--- src/rtl/npc_pkg.sv ---
// rtl/npc_pkg.sv - shift op encoding and op legality helper for the NPC execute stage
//
// Purpose: the operation codes shared by issue logic and shift_unit.
//          Codes 3'b101..3'b111 are reserved and flagged illegal.
package npc_pkg;

  typedef enum logic [2:0] {
    SH_SLL = 3'b000,
    SH_SRL = 3'b001,
    SH_SRA = 3'b010,
    SH_ROL = 3'b011,
    SH_ROR = 3'b100
  } sh_op_e;

  function automatic logic sh_op_legal(input logic [2:0] op);
    return op <= 3'b100;
  endfunction

endpackage

--- src/rtl/shift_core.sv ---
// rtl/shift_core.sv - combinational left shift / left rotate with fill bit
//
// Purpose: one slice of the shifter. STEP=8 uses only the shift-amount bits
//          above [2:0] (shift by multiples of 8); STEP=1 uses only bits [2:0].
// Ports:
//   data_i  operand
//   amt_i   full shift amount; bits outside this slice are ignored
//   rot_i   1: rotate left, 0: shift left
//   fill_i  value shifted in from the bottom when not rotating
//   data_o  result
module shift_core #(
  parameter  int WIDTH = 64,
  parameter  int STEP  = 1,
  localparam int SH_W  = $clog2(WIDTH)
) (
  input  logic [WIDTH-1:0] data_i,
  input  logic [SH_W-1:0]  amt_i,
  input  logic             rot_i,
  input  logic             fill_i,
  output logic [WIDTH-1:0] data_o
);

  localparam logic [SH_W-1:0] FINE_MASK = SH_W'(7);
  localparam logic [SH_W-1:0] AMT_MASK  = (STEP == 8) ? ~FINE_MASK : FINE_MASK;

  logic [SH_W-1:0]  sh;
  logic [SH_W:0]    back_sh;
  logic [WIDTH-1:0] shl;
  logic [WIDTH-1:0] wrap;
  logic [WIDTH-1:0] fill_mask;

  always_comb begin
    sh        = amt_i & AMT_MASK;
    shl       = data_i << sh;
    // sh=0 gives back_sh=WIDTH, which shifts everything out: no wrap bits.
    back_sh   = (SH_W+1)'(WIDTH) - {1'b0, sh};
    wrap      = data_i >> back_sh;
    fill_mask = ~({WIDTH{1'b1}} << sh);
    data_o    = rot_i ? (shl | wrap) : (shl | (fill_i ? fill_mask : '0));
  end

endmodule

--- src/rtl/shift_unit.sv ---
// rtl/shift_unit.sv - two-stage pipelined shifter with valid/ready handshakes
//
// Purpose: SLL/SRL/SRA/ROL/ROR with RV64 word variants. S1 decodes, normalises
//          word ops and applies the coarse (x8) shift. S2 is the output
//          register: it applies the fine shift and word sign-extension.
//          Right ops are done by bit-reversing around the left-shift cores.
// Ports:
//   clk, rst_n                 clock, async active-low reset
//   flush                      kill all in-flight operations on the next edge
//   in_valid/in_ready          request handshake
//   in_op, in_word, in_data,
//   in_shamt, in_tag           request payload
//   out_valid/out_ready        result handshake
//   out_data, out_tag,
//   out_illegal                result payload (illegal => out_data = 0)
module shift_unit
  import npc_pkg::*;
#(
  parameter  int WIDTH = 64,
  parameter  int TAG_W = 5,
  localparam int SH_W  = $clog2(WIDTH)
) (
  input  logic             clk,
  input  logic             rst_n,
  input  logic             flush,
  input  logic             in_valid,
  output logic             in_ready,
  input  logic [2:0]       in_op,
  input  logic             in_word,
  input  logic [WIDTH-1:0] in_data,
  input  logic [SH_W-1:0]  in_shamt,
  input  logic [TAG_W-1:0] in_tag,
  output logic             out_valid,
  input  logic             out_ready,
  output logic [WIDTH-1:0] out_data,
  output logic [TAG_W-1:0] out_tag,
  output logic             out_illegal
);

  function automatic logic [WIDTH-1:0] bit_rev(input logic [WIDTH-1:0] v);
    logic [WIDTH-1:0] r;
    for (int i = 0; i < WIDTH; i++) r[i] = v[WIDTH-1-i];
    return r;
  endfunction

  logic             s1_valid_q, s1_valid_d;
  logic [WIDTH-1:0] s1_data_q, s1_data_d;
  logic [2:0]       s1_fine_q, s1_fine_d;
  logic             s1_rot_q, s1_rot_d;
  logic             s1_right_q, s1_right_d;
  logic             s1_fill_q, s1_fill_d;
  logic             s1_word_q, s1_word_d;
  logic             s1_ill_q, s1_ill_d;
  logic [TAG_W-1:0] s1_tag_q, s1_tag_d;

  logic             out_valid_q, out_valid_d;
  logic [WIDTH-1:0] out_data_q, out_data_d;
  logic [TAG_W-1:0] out_tag_q, out_tag_d;
  logic             out_ill_q, out_ill_d;

  sh_op_e           op;
  logic             is_rot, is_sra, is_right, fill, word;
  logic [WIDTH-1:0] norm_data, pre_data, coarse_data, fine_data, res_data, ext_data;
  logic [SH_W-1:0]  norm_shamt, fine_amt;
  logic             out_fire, s2_free, s1_adv, in_fire;

  assign op = sh_op_e'(in_op);

  always_comb begin
    is_rot   = (op == SH_ROL) || (op == SH_ROR);
    is_sra   = (op == SH_SRA);
    is_right = (op == SH_SRL) || is_sra || (op == SH_ROR);
    pre_data = is_right ? bit_rev(norm_data) : norm_data;
    fill     = is_sra & norm_data[WIDTH-1];
  end

  generate
    if (WIDTH == 64) begin : g_word
      logic [31:0] lo;
      assign lo   = in_data[31:0];
      assign word = in_word;
      // Word rotates duplicate the low word so a 64-bit rotate yields the
      // 32-bit rotate in the low half; SRA pre-extends so the fill is bit 31.
      always_comb begin
        norm_data  = in_data;
        norm_shamt = in_shamt;
        if (in_word) begin
          norm_shamt = {1'b0, in_shamt[4:0]};
          if (is_rot)      norm_data = {lo, lo};
          else if (is_sra) norm_data = {{32{lo[31]}}, lo};
          else             norm_data = {32'd0, lo};
        end
      end
      assign ext_data = s1_word_q ? {{32{res_data[31]}}, res_data[31:0]} : res_data;
    end else begin : g_noword
      assign word       = 1'b0;
      assign norm_data  = in_data;
      assign norm_shamt = in_shamt;
      assign ext_data   = res_data;
    end
  endgenerate

  shift_core #(.WIDTH(WIDTH), .STEP(8)) u_coarse (
    .data_i (pre_data),
    .amt_i  (norm_shamt),
    .rot_i  (is_rot),
    .fill_i (fill),
    .data_o (coarse_data)
  );

  assign fine_amt = SH_W'(s1_fine_q);

  shift_core #(.WIDTH(WIDTH), .STEP(1)) u_fine (
    .data_i (s1_data_q),
    .amt_i  (fine_amt),
    .rot_i  (s1_rot_q),
    .fill_i (s1_fill_q),
    .data_o (fine_data)
  );

  assign res_data = s1_right_q ? bit_rev(fine_data) : fine_data;

  always_comb begin
    out_fire = out_valid_q && out_ready;
    s2_free  = !out_valid_q || out_ready;
    s1_adv   = s1_valid_q && s2_free;
    in_ready = !flush && (!s1_valid_q || s1_adv);
    in_fire  = in_valid && in_ready;

    s1_data_d  = s1_data_q;
    s1_fine_d  = s1_fine_q;
    s1_rot_d   = s1_rot_q;
    s1_right_d = s1_right_q;
    s1_fill_d  = s1_fill_q;
    s1_word_d  = s1_word_q;
    s1_ill_d   = s1_ill_q;
    s1_tag_d   = s1_tag_q;
    out_data_d = out_data_q;
    out_tag_d  = out_tag_q;
    out_ill_d  = out_ill_q;

    if (in_fire) begin
      s1_data_d  = coarse_data;
      s1_fine_d  = norm_shamt[2:0];
      s1_rot_d   = is_rot;
      s1_right_d = is_right;
      s1_fill_d  = fill;
      s1_word_d  = word;
      s1_ill_d   = !sh_op_legal(in_op);
      s1_tag_d   = in_tag;
    end

    if (s1_adv && !flush) begin
      out_data_d = s1_ill_q ? '0 : ext_data;
      out_tag_d  = s1_tag_q;
      out_ill_d  = s1_ill_q;
    end

    if (flush)        s1_valid_d = 1'b0;
    else if (in_fire) s1_valid_d = 1'b1;
    else if (s1_adv)  s1_valid_d = 1'b0;
    else              s1_valid_d = s1_valid_q;

    // A handshake in the flush cycle has already completed; clearing valid is all flush does.
    if (flush)         out_valid_d = 1'b0;
    else if (s1_adv)   out_valid_d = 1'b1;
    else if (out_fire) out_valid_d = 1'b0;
    else               out_valid_d = out_valid_q;
  end

  always_ff @(posedge clk or negedge rst_n) begin
    if (!rst_n) begin
      s1_valid_q  <= 1'b0;
      s1_data_q   <= '0;
      s1_fine_q   <= '0;
      s1_rot_q    <= 1'b0;
      s1_right_q  <= 1'b0;
      s1_fill_q   <= 1'b0;
      s1_word_q   <= 1'b0;
      s1_ill_q    <= 1'b0;
      s1_tag_q    <= '0;
      out_valid_q <= 1'b0;
      out_data_q  <= '0;
      out_tag_q   <= '0;
      out_ill_q   <= 1'b0;
    end else begin
      s1_valid_q  <= s1_valid_d;
      s1_data_q   <= s1_data_d;
      s1_fine_q   <= s1_fine_d;
      s1_rot_q    <= s1_rot_d;
      s1_right_q  <= s1_right_d;
      s1_fill_q   <= s1_fill_d;
      s1_word_q   <= s1_word_d;
      s1_ill_q    <= s1_ill_d;
      s1_tag_q    <= s1_tag_d;
      out_valid_q <= out_valid_d;
      out_data_q  <= out_data_d;
      out_tag_q   <= out_tag_d;
      out_ill_q   <= out_ill_d;
    end
  end

  assign out_valid   = out_valid_q;
  assign out_data    = out_data_q;
  assign out_tag     = out_tag_q;
  assign out_illegal = out_ill_q;

endmodule

--- config.mk ---
export PLATFORM = sky130hd
export DESIGN_NAME = shift_unit
export DESIGN_NICKNAME = d
export VERILOG_FILES = /design/src/rtl/npc_pkg.sv /design/src/rtl/shift_core.sv /design/src/rtl/shift_unit.sv
export SDC_FILE = /design/constraint.sdc
export NUM_CORES = 1
export LEC_CHECK = 0
export ABC_CLOCK_PERIOD_IN_PS = 6780
export BUFFER_PORTS_ARGS = -buffer_cell sky130_fd_sc_hd__buf_2
export CORE_MARGIN = 2
export CORE_UTILIZATION = 30
export CTS_BUF_LIST = sky130_fd_sc_hd__clkbuf_4
export CTS_CLUSTER_SIZE = 20
export DETAILED_ROUTE_END_ITERATION = 12
export GPL_TIMING_DRIVEN = 0
export PLACE_DENSITY = 0.47
export SKIP_CTS_REPAIR_TIMING = 1
export SYNTH_ARGS = -nofsm -noshare
export SYNTH_HDL_FRONTEND = slang
export SYNTH_SLANG_ARGS = --single-unit
--- constraint.sdc ---
create_clock -name clk -period 6.78 [get_ports clk]
set_clock_uncertainty 0.15 [all_clocks]
set_input_delay 1.356 -clock clk [delete_from_list [all_inputs] [get_ports clk]]
set_output_delay 1.356 -clock clk [all_outputs]
set_load 0.01 [all_outputs]
# [Word level (Yosys, flattened, before mapping)]
# Index checks and enable logic that the tools add are counted.
[word_totals] reg_bits=149 latchBits=0 mem_bits_rw=0 rom_bits=0 inputBits=84 memories=0
[classes] n_addsub=2 n_mul=0 div=0 magnitude_cmp=1 n_eq_ne=4 shift=6 mux=18 n_bitwise=7 n_reduce_logical=16
[ops] cell="64-bit 2-to-1 mux" n=11
[ops] cell="64-bit OR" n=4
[ops] cell="64-bit NOT" n=2
[ops] cell="64-bit by 7-bit right shift with 64-bit output" n=2
[ops] cell="64-bit by 3-bit << shifter with 64-bit output" n=1
[ops] cell="64-bit by 3-bit << shifter with 64-bit output (first input constant)" n=1
[ops] cell="64-bit by 6-bit << shifter with 64-bit output" n=1
[ops] cell="64-bit by 6-bit << shifter with 64-bit output (first input constant)" n=1
[ops] cell="7-bit by 3-bit subtractor with 7-bit output (first input constant)" n=1
[ops] cell="7-bit by 6-bit subtractor with 7-bit output (first input constant)" n=1
[ops] cell="3-bit by 2-bit == test with 1-bit output (second input constant)" n=2
[ops] cell="1-bit 2-to-1 mux" n=6
[ops] cell="6-bit 2-to-1 mux" n=1
[ops] cell="3-bit nonzero test" n=2
[ops] cell="1-bit logical AND" n=5
[ops] cell="1-bit logical OR" n=5
[ops] cell="1-bit logical NOT" n=4
[ops] cell="3-bit by 1-bit == test with 1-bit output (second input constant)" n=1
[ops] cell="3-bit == test (second input constant)" n=1
[ops] cell="3-bit less-or-equal comparator (second input constant)" n=1
[ops] cell="1-bit bitwise AND" n=1

# [Depth between registers and ports, before layout]
# Gate-level depths: netlist (run 1).
[logic_depth] depth_word=8 ltp_mapped=17 ltp_nobuf=10

# [Modules after synthesis]
# A second synthesis (run 1) with hierarchy kept.
[unflattened] hier_cells=1630 area_unflattened_um2=16200.5
[by_module_without_submodules] module="shift_unit" n_inst=1 cells_per_inst=710 area_each_um2=7782.5 seq_area_each_um2=3728.6
[by_module_without_submodules] module="shift_core (u_coarse)" n_inst=1 cells_per_inst=433 area_each_um2=4212.8 seq_area_each_um2=0.0
[by_module_without_submodules] module="shift_core (u_fine)" n_inst=1 cells_per_inst=487 area_each_um2=4205.3 seq_area_each_um2=0.0

# [Worst setup path after synthesis (run 1)]
# No wires, ideal clock.
[synth_timing] kind="in2reg" from="in in_shamt[3]" to="reg s1_data_q[38]" setup_ns=0.129 arrival_time_ns=4.523 slack_ns=1.978 path_stages=16 cell_sequence="buf_2 inv_1 buf_2 buf_2 buf_1 clkbuf_1 ha_1 inv_1 ha_1 clkbuf_1 nor2_1 a21oi_1 clkbuf_1 o221ai_1 a221oi_1 a21oi_1"
[synth_via] elab_chain_len=6 elab_cells_between_ends=10 classes_between="1 x add/sub; 3 x shift; 3 x mux; 3 x bitwise"
[synth_rtl] item="start: declaration" line="shift_unit.sv:31" source="input logic [SH_W-1:0] in_shamt,"
[synth_rtl] item="6-bit 2-to-1 mux (*)" line="shift_unit.sv:87" source="if (in_word) begin"
[synth_rtl] item="parallel branches: the longest is 4 deep, another holds 7-bit by 6-bit subtractor with 7-bit output"
[synth_rtl] item="64-bit 2-to-1 mux (*)" line="shift_core.sv:39" source="data_o = rot_i ? (shl | wrap) : (shl | (fill_i ? fill_mask : '0));"
[synth_rtl] item="end signal: assignment" line="shift_unit.sv:188" source="s1_data_q <= s1_data_d;"
[synth_rtl] item="end: declaration" line="shift_unit.sv:47" source="logic [WIDTH-1:0] s1_data_q, s1_data_d;"
# Every way passes the cells marked *.
# A chain may end at the register's enable or synchronous reset.

# [Final worst setup path (run 1)]
[layout_timing] from="in in_shamt[3]" to="reg s1_data_q[31]"
# Same word-level chain as after synthesis.

==> impl_metrics.ini, run 1 <==
[sta]
worst_slew_pin_slew_ps = 1670
hold_viol = 0
slew_viol_final = 23
finalCritPeriodShare_pct = 101
fin_crit_ps = 6830
fin_tns_setup_ps = -46.5
rsz0062_at_grt = no
relSlewSlack_pct = -11.6
setup-violations-final = 1
max_freq_mhz = 146
timing.final.ws_setup_ps = -46.5

[placement]
port_buffers = 154
gp_congestion = 1.03
dpl_worst_slack_ps = -977
place_inst = 2757
dp_hpwl_um = 83100

[setup_path]
cp-end-kind = flip-flop
cpMaxStageDelayCell = nor2_1
cp_max_fo = 10
cp_top_family = buffers and inverters
max_stage_delay_ps = 950
path_class = in -> reg
arrival_ps = 7320
critPathBufInv = 8
required_ps = 7280
cp-start-kind = input port
crit_top_cell = buf_2
crit_chain = buf_2 > buf_2 > inv_1 > buf_2 > buf_2 > clkbuf_2 > clkdlybuf4s15_1 > ha_1 > clkbuf_1 > nor2_1 > o221ai_1 > a221oi_2 > o21ai_0 > nand3b_1 > nand3b_1

[run_status]
status = complete, but fails checks
violations = capacitance limit, slew limit, setup timing

[yosys]
yosysTopAreaCellShare_pct = 22.7
synth_cells = 1905
synth.distinct_cells = 83
synth_fp_nets = 1997
synth_area_mm2 = 0.0164
synth.avg_cell_area_um2 = 8.62
ys_ff_latch = 149
synth_warnings = 0
synth_area_leaders = dfrtp_1, mux4_2, mux2i_1
yosysSeqAreaShare_pct = 22.7
async_flop_share_pct = 100
synth_edf_count = 0
ys.flop_type = dfrtp_1
yosys.area.top_type = dfrtp_1

[clock_tree]
cts_sinks = 149
numCtsBuffers = 17
clock_path_buffers = 2
cts_tree = done
clkTransAtPathRegs_ps = 120
htreeDepth = 4
cts-root-buf = clkbuf_4
clk_latency_ps = 770

[global_route]
grt_pass1_vias = 18100
grt_pass1_wl_um = 145000
antenna_found_initial = 6
grt_max_degree = 81
grt_use_total_pct = 36.5
grt-ovfl-total = 0

[floorplan]
io_pins = 156
die-area_mm2 = 0.0566
rows = 85
die_h_um = 238
initial_core_util_pct = 30.4
dieWidth_um = 238
core-area_mm2 = 0.0539

[drt]
viasPerCell = 6.75
detail_route.wl_per_cell_um = 37.6
post-route-drc-count = 0
vias = 18900
wl_um = 105000
firstDrtPassIters = 7
drtIter0Drc = 2122
drtAntennaViolNets = 0

[finish]
nNetsFinal = 2175
drive_gt1_share_pct = 20.5
fillers = 5785
seq_area_mm2 = 0.00373
finalNonFillerCells = 2795
syn_to_final_growth_pct = 12.4
multiInputGateArea_mm2 = 0.0117

[hold_path]
min_path_type = reg -> reg

[pwr]
p_leak_nw = 7.27
p_int_mw = 2.37
comb_power_share_pct = 57.4
p_switching_mw = 2.50
power_frac_seq_pct = 29.6
vdd_drop_max_v = 0.000120
p_clk_share_pct = 13.0
swShare_pct = 51.3
power_mw = 4.87
powerDensity_mw_per_mm2 = 264

[job]
cap_violations = 1
==> tightest hold or removal path, delay by kind of cell (launching register included) <==
family,cells,cell delay [ps]
flip-flops,1,360
AND/OR/NAND/NOR,2,100
==> cells in the mapped netlist (28+ instances only) <==
master,instances
nor2_1,273
nand2_1,206
mux2i_1,154
dfrtp_1,149
mux4_2,100
o21ai_0,96
clkbuf_1,92
a21oi_1,83
o22ai_1,79
buf_2,38
nand3_1,33
a211oi_1,31
mux2_2,30
nand4bb_1,28
==> stage by stage <==
stage / util, % / hold slack, ps / instance area (um^2)
5_1_grt: 34.2 / 362 / 18400
6_report: 34.2 / 329 / 18400
4_1_cts: 34.1 / 337 / 18400
2_1_floorplan: - / 292 / 16400
3_5_place_dp: 33.6 / 307 / 18100
3_3_place_gp: 33.5 / 303 / 18100
==> cells by family (layout without fill, tap and decap cells) <==
kind of cell / after synthesis / after routing / share of synthesized area [%]
buf+inv: 214 / 405 / 6.40
other cells: 0 / 3 / 0
fa+ha+maj: 8 / 8 / 0.610
mux: 290 / 290 / 25.7
simple gates: 657 / 657 / 19.1
flops: 149 / 149 / 22.7
compound gates: 584 / 584 / 25.2
xor+xnor: 3 / 3 / 0.206
==> cell type report <==
class / count / share of cell area (%)
Buffer: 183 / 5.11
Timing Repair Buffer: 159 / 4.57
Inverter: 31 / 0.631
Clock buffer: 18 / 0.733
Antenna cell: 3 / 0.0407
Multi-Input combinational cell: 1542 / 63.2
Sequential cell: 149 / 20.2
Clock inverter: 14 / 0.800
Tap cell: 696 / 4.72
==> state kept, by name (all words and copies together) (netlist names) <==
register,flops
out_illegal,1
s1_right_q,1
s1_valid_q,1
out_valid,1
s1_fill_q,1
out_tag,5
s1_data_q,64
out_data,64
s1_ill_q,1
s1_tag_q,5
s1_word_q,1
s1_fine_q,3
s1_rot_q,1
==> power by group through the flow <==
stage | combinational (mW) | sequential (mW) | clock [mW]
3_3_place_gp | 2.73 | 1.43 | 0
6_report | 2.79 | 1.44 | 0.635
2_1_floorplan | 1.61 | 1.35 | 0
3_5_place_dp | 2.71 | 1.45 | 0
5_1_grt | 2.91 | 1.46 | 0.682
4_1_cts | 2.72 | 1.43 | 0.655
==> per-layer routing <==
metal,vias up,wire length [um],global-route usage [%]
met5,-,24,0
met4,4,7710,24.4
met3,359,8640,8.24
met2,1272,49600,60.1
met1,9444,39200,42.5
li1,7781,-,-
==> cells in the final DEF (no fill, tap or decap), drive strengths merged, types with 27 or more instances in the layout <==
cell,n
a21oi,83
nor2,273
buf,248
clkbuf,111
mux2i,160
mux2,30
o22ai,79
a31oi,27
mux4,100
nor3,28
nand4bb,29
dfrtp,149
a211oi,31
nand3,33
nand2,206
o21ai,99
inv,33
==> worst paths after layout <==
kind | start | slack [ps] | cells past startpoint | endpoint
worst max-delay path | in_shamt[3] | -50 | 15 | s1_data_q[31]
worst min-delay path | out_data[0] | 330 | 2 | out_data[0]
worst max register to register | s1_fine_q[2] | 1370 | 13 | out_data[39]
worst min register to register | out_data[0] | 330 | 2 | out_data[0]
max in group asynchronous | rst_n | 5230 | 2 | s1_data_q[28]
min in group asynchronous | rst_n | 400 | 1 | out_data[44]
No activity file was read; power rests on OpenSTA's default activity.
==> inputs of run 2 (changes only) <==
- ABC_CLOCK_PERIOD_IN_PS: 6780 -> 8100
- clock period: 6.78 -> 8.1 ns (I/O delays scaled with it)
==> impl_metrics.ini, run 2 (synthesized netlist as in run 1, its figures left out) <==
[sta]
worst_slew_pin_slew_ps = 1610
setup-violations-final = 0
finalCritPeriodShare_pct = 96.3
max_freq_mhz = 128
rsz0062_at_grt = no
fin_tns_setup_ps = 0
slew_viol_final = 25
fin_crit_ps = 7800
hold_viol = 0
relSlewSlack_pct = -7.82

[finish]
nNetsFinal = 2175
final_common_cell = nor2_1
drive_gt1_share_pct = 20.4
fillers = 5786
layout_common_cells = nor2_1, nand2_1, buf_2
syn_to_final_growth_pct = 12.3
final_util_pct = 34.2

[placement]
port_buffers = 154
gp_congestion = 1.03
dp_hpwl_um = 83100

[floorplan]
core-area_mm2 = 0.0539
die_h_um = 238
dieWidth_um = 238
initial_core_util_pct = 30.4
rows = 85
die-area_mm2 = 0.0566
io_pins = 156

[setup_path]
cpMaxStageDelayCell = a221oi_1
reg2reg_depth = 13
r2r_setup_slack_ps = 2680
cp-end-kind = flip-flop
cp-start-kind = input port
crit_top_cell = buf_2
r2r-end = out_data[39]
arrival_ps = 8290
path_class = in -> reg
cp_max_fo = 10
max_stage_delay_ps = 1030
timing.rr.start = s1_fine_q[2]
crit_chain = buf_2 > buf_2 > inv_1 > buf_2 > buf_2 > buf_1 > clkbuf_1 > ha_1 > clkbuf_1 > nor2_1 > o221ai_1 > a221oi_1 > o21ai_0 > nand3b_1 > nand3b_1
required_ps = 8590

[drt]
firstDrtPassIters = 8
vias = 18800
drtAntennaViolNets = 0
post-route-drc-count = 0
wl_um = 105000
viasPerCell = 6.72
detail_route.wl_per_cell_um = 37.6
drtIter0Drc = 2267

[hold_path]
hp-start = out_data[0]
min_path_type = reg -> reg
hold-path-cell-count = 2
min_to = out_data[0]

[run_status]
status = complete, but fails checks
violations = capacitance limit, slew limit

[clock_tree]
cts_tree = done
clk_latency_ps = 760
numCtsBuffers = 17
cts_sinks = 149
clock_path_buffers = 2
htreeDepth = 4
cts-root-buf = clkbuf_4
clkTransAtPathRegs_ps = 120

[pwr]
power_frac_seq_pct = 29.6
p_switching_mw = 2.08
p_clk_share_pct = 13.0
p_int_mw = 1.99
vdd_drop_max_v = 0.0000993
swShare_pct = 51.2
comb_power_share_pct = 57.4
p_leak_nw = 7.26
powerDensity_mw_per_mm2 = 221

[global_route]
grt_pass1_vias = 18100
grt_pass1_wl_um = 145000
grt_use_total_pct = 36.5
grt_max_degree = 81
grt-ovfl-total = 0
antenna_found_initial = 6

[job]
cap_violations = 4
-- run 2: metal layers --
layer  vias to the layer above  part of all wire, %  GRT usage (%)
met1                      9330                   37           42.5
li1                       7776                    -              -
met4                         4                  7.4           24.4
met2                      1324                   47           60.1
met3                       351                  8.5           8.24
met5                         -                0.023              0
-- run 2: how the worst max path moves through the flow --
stage	start	to	slack, ps
2_1_floorplan	in_shamt[3]	s1_data_q[38]	3030
3_3_place_gp	in_shamt[3]	s1_data_q[31]	-70
3_5_place_dp	in_shamt[3]	s1_data_q[31]	80
4_1_cts	in_shamt[3]	s1_data_q[31]	860
5_1_grt	in_shamt[3]	s1_data_q[31]	610
6_report	in_shamt[3]	s1_data_q[31]	300
-- run 2: area by class of cell --
cell class,count,area [um^2],area share (%)
diodes,3,7.51,0.0407
repair buffers,159,842,4.57
clock buffers,18,135,0.733
clock inverters,14,148,0.801
plain buffers,183,935,5.07
well taps,696,871,4.73
flip-flops and latches,149,3730,20.2
multi-input cells,1542,11600,63.2
inverters,31,116,0.631
-- run 2: power groups by stage --
stage,sequential [mW],combinational (mW),clock (mW)
after floorplan,1.13,1.35,0
after detailed placement,1.21,2.27,0
after global placement,1.20,2.29,0
final,1.20,2.33,0.528
after CTS,1.19,2.28,0.548
after global routing,1.22,2.44,0.571
-- run 2: critical path: cells and delay by family --
kind,cells,cell delay [ps]
simple gates,3,1510
compound gates,3,1480
buf+inv,8,3210
fa+ha+maj,1,420
-- run 2: per-stage QoR --
| step | instance area [um^2] | cells | total power, mW | setup WS [ps] | hold slack, ps |
|---|---|---|---|---|---|
| 2_1_floorplan | 16400 | 1905 | 2.48 | 3030 | 292 |
| 3_3_place_gp | 18100 | 2755 | 3.48 | -68.5 | 303 |
| 3_5_place_dp | 18100 | 2757 | 3.48 | 79.4 | 307 |
| 4_1_cts | 18400 | 2789 | 4.02 | 863 | 337 |
| 5_1_grt | 18400 | 2794 | 4.23 | 613 | 362 |
| 6_report | 18400 | 2795 | 4.07 | 303 | 328 |
==> inputs of run 3 (changes only) <==
- SYNTH_HIERARCHICAL: unset -> 1
==> impl_metrics.ini, run 3 <==
[floorplan]
core-area_mm2 = 0.0536
dieWidth_um = 236
initial_core_util_pct = 30.2
die_h_um = 236
rows = 85
die-area_mm2 = 0.0559
io_pins = 156

[global_route]
grt-ovfl-total = 0
grt_max_degree = 76
grt_use_total_pct = 25.9
antenna_found_initial = 2
grt_pass1_wl_um = 107000
grt_pass1_vias = 15400

[finish]
layout_common_cells = buf_2, mux2i_1, nand2_1
syn_to_final_growth_pct = 12.3
final_common_cell = buf_2
nNetsFinal = 1896
final_util_pct = 33.9
drive_gt1_share_pct = 32.6

[hold_path]
min_path_type = reg -> reg
min_to = out_data[5]
hp-start = out_data[5]
hold-path-cell-count = 2

[clock_tree]
numCtsBuffers = 17
htreeDepth = 4
clkTransAtPathRegs_ps = 130
cts_sinks = 149
cts-root-buf = clkbuf_4
clk_latency_ps = 650
clock_path_buffers = 2
cts_tree = done

[setup_path]
required_ps = 8560
crit_chain = clkbuf_1 > clkbuf_1 > nor2b_1 > buf_2 > inv_2 > buf_2 > buf_2 > buf_2 > ha_1 > inv_1 > clkbuf_1 > clkbuf_1 > a32oi_1 > o211ai_1 > mux2_2
reg2reg_depth = 16
worstSetupStartpoint = in_word
cp-start-kind = input port
cpMaxStageDelayCell = clkbuf_1
max_stage_delay_ps = 710
arrival_ps = 6480
cp-end-kind = flip-flop
cp_max_fo = 10
r2r-end = out_data[56]
path_class = in -> reg
r2r_setup_slack_ps = 3210
timing.rr.start = s1_fine_q[0]

[placement]
port_buffers = 153
dp_hpwl_um = 58500
gp_congestion = 0.996

[pwr]
p_switching_mw = 2.10
comb_power_share_pct = 61.0
swShare_pct = 48.4
powerDensity_mw_per_mm2 = 238
p_clk_share_pct = 10.9
p_leak_nw = 7.72
vdd_drop_max_v = 0.0000786
power_frac_seq_pct = 28.1
p_int_mw = 2.24

[sta]
fin_tns_setup_ps = 0
worst_slew_pin_slew_ps = 1610
setup-violations-final = 0
hold_viol = 0
fin_crit_ps = 6020
max_freq_mhz = 166
rsz0062_at_grt = no
relSlewSlack_pct = -8.04
slew_viol_final = 23
finalCritPeriodShare_pct = 74.3

[run_status]
status = complete, but fails checks
violations = capacitance limit, slew limit

[drt]
drtAntennaViolNets = 0
drtIter0Drc = 1831
vias = 15600
viasPerCell = 6.21
detail_route.wl_per_cell_um = 29.0
post-route-drc-count = 0
wl_um = 73000
firstDrtPassIters = 6

[yosys]
synth_warnings = 6
synth.avg_cell_area_um2 = 9.94
synth_area_mm2 = 0.0162
synth_cells = 1629
synth_fp_nets = 1721

[job]
cap_violations = 3
run 3: changes by cell type in the layout (fill, tap and decap cells not counted), sizes merged, moves of 42 or more:
cell / before / now
mux2: 30 / 113
mux4: 100 / 144
o31ai: 14 / 94
o21ai: 99 / 53
nor2: 273 / 153
o22ai: 79 / 37
run 3: power by group through the flow:
stage | registers, mW | clock network, mW | logic (mW)
6_report | 1.22 | 0.474 | 2.64
5_1_grt | 1.25 | 0.519 | 2.79
4_1_cts | 1.21 | 0.499 | 2.59
3_5_place_dp | 1.23 | 0 | 2.58
3_3_place_gp | 1.21 | 0 | 2.59
2_1_floorplan | 1.17 | 0 | 1.67
run 3: through the flow:
step	worst slack, ps	hold WS (ps)	total power [mW]	std cells	instance area, um^2
final	2080	348	4.34	2514	18200
after global routing	2000	366	4.55	2514	18200
after CTS	2350	349	4.30	2511	18200
after detailed placement	1610	323	3.81	2479	17900
after global placement	1630	319	3.80	2478	17800
after floorplan	3430	325	2.84	1629	16200
run 3: worst max path at each step:
stage | end | slack (ps) | cells past startpoint
after floorplan | s1_data_q[18] | 3430 | 15
after global placement | s1_data_q[18] | 1630 | 15
after detailed placement | s1_data_q[18] | 1610 | 15
after CTS | s1_data_q[18] | 2350 | 15
after global routing | s1_data_q[19] | 2000 | 15
final | s1_data_q[19] | 2080 | 15
run 3: critical path, delay by kind of cell:
family,cells,cell delay [ps]
buffers and inverters,10,3600
adder cells (fa/ha/maj),1,380
AO/OA/AOI/OAI,2,470
multiplexers,1,230
AND/OR/NAND/NOR,1,150
run 3: cell type report:
class | instances | area, um^2
antenna | 1 | 2.50
timing repair buffer | 156 | 810
buffer | 171 | 971
fill | 5554 | 35400
tap | 696 | 871
multi-input combinational | 1297 | 11500
clock inverter | 12 | 131
sequential | 149 | 3730
inverter | 12 | 45.0
clock buffer | 20 | 150
run 3: layer usage:
metal | track usage [%] | up-vias | wire length, um
met4 | 12.5 | 0 | 3640
li1 | - | 6671 | -
met3 | 3.80 | 173 | 5300
met5 | 0 | - | 0
met1 | 33.5 | 7892 | 29900
met2 | 42.3 | 875 | 34100
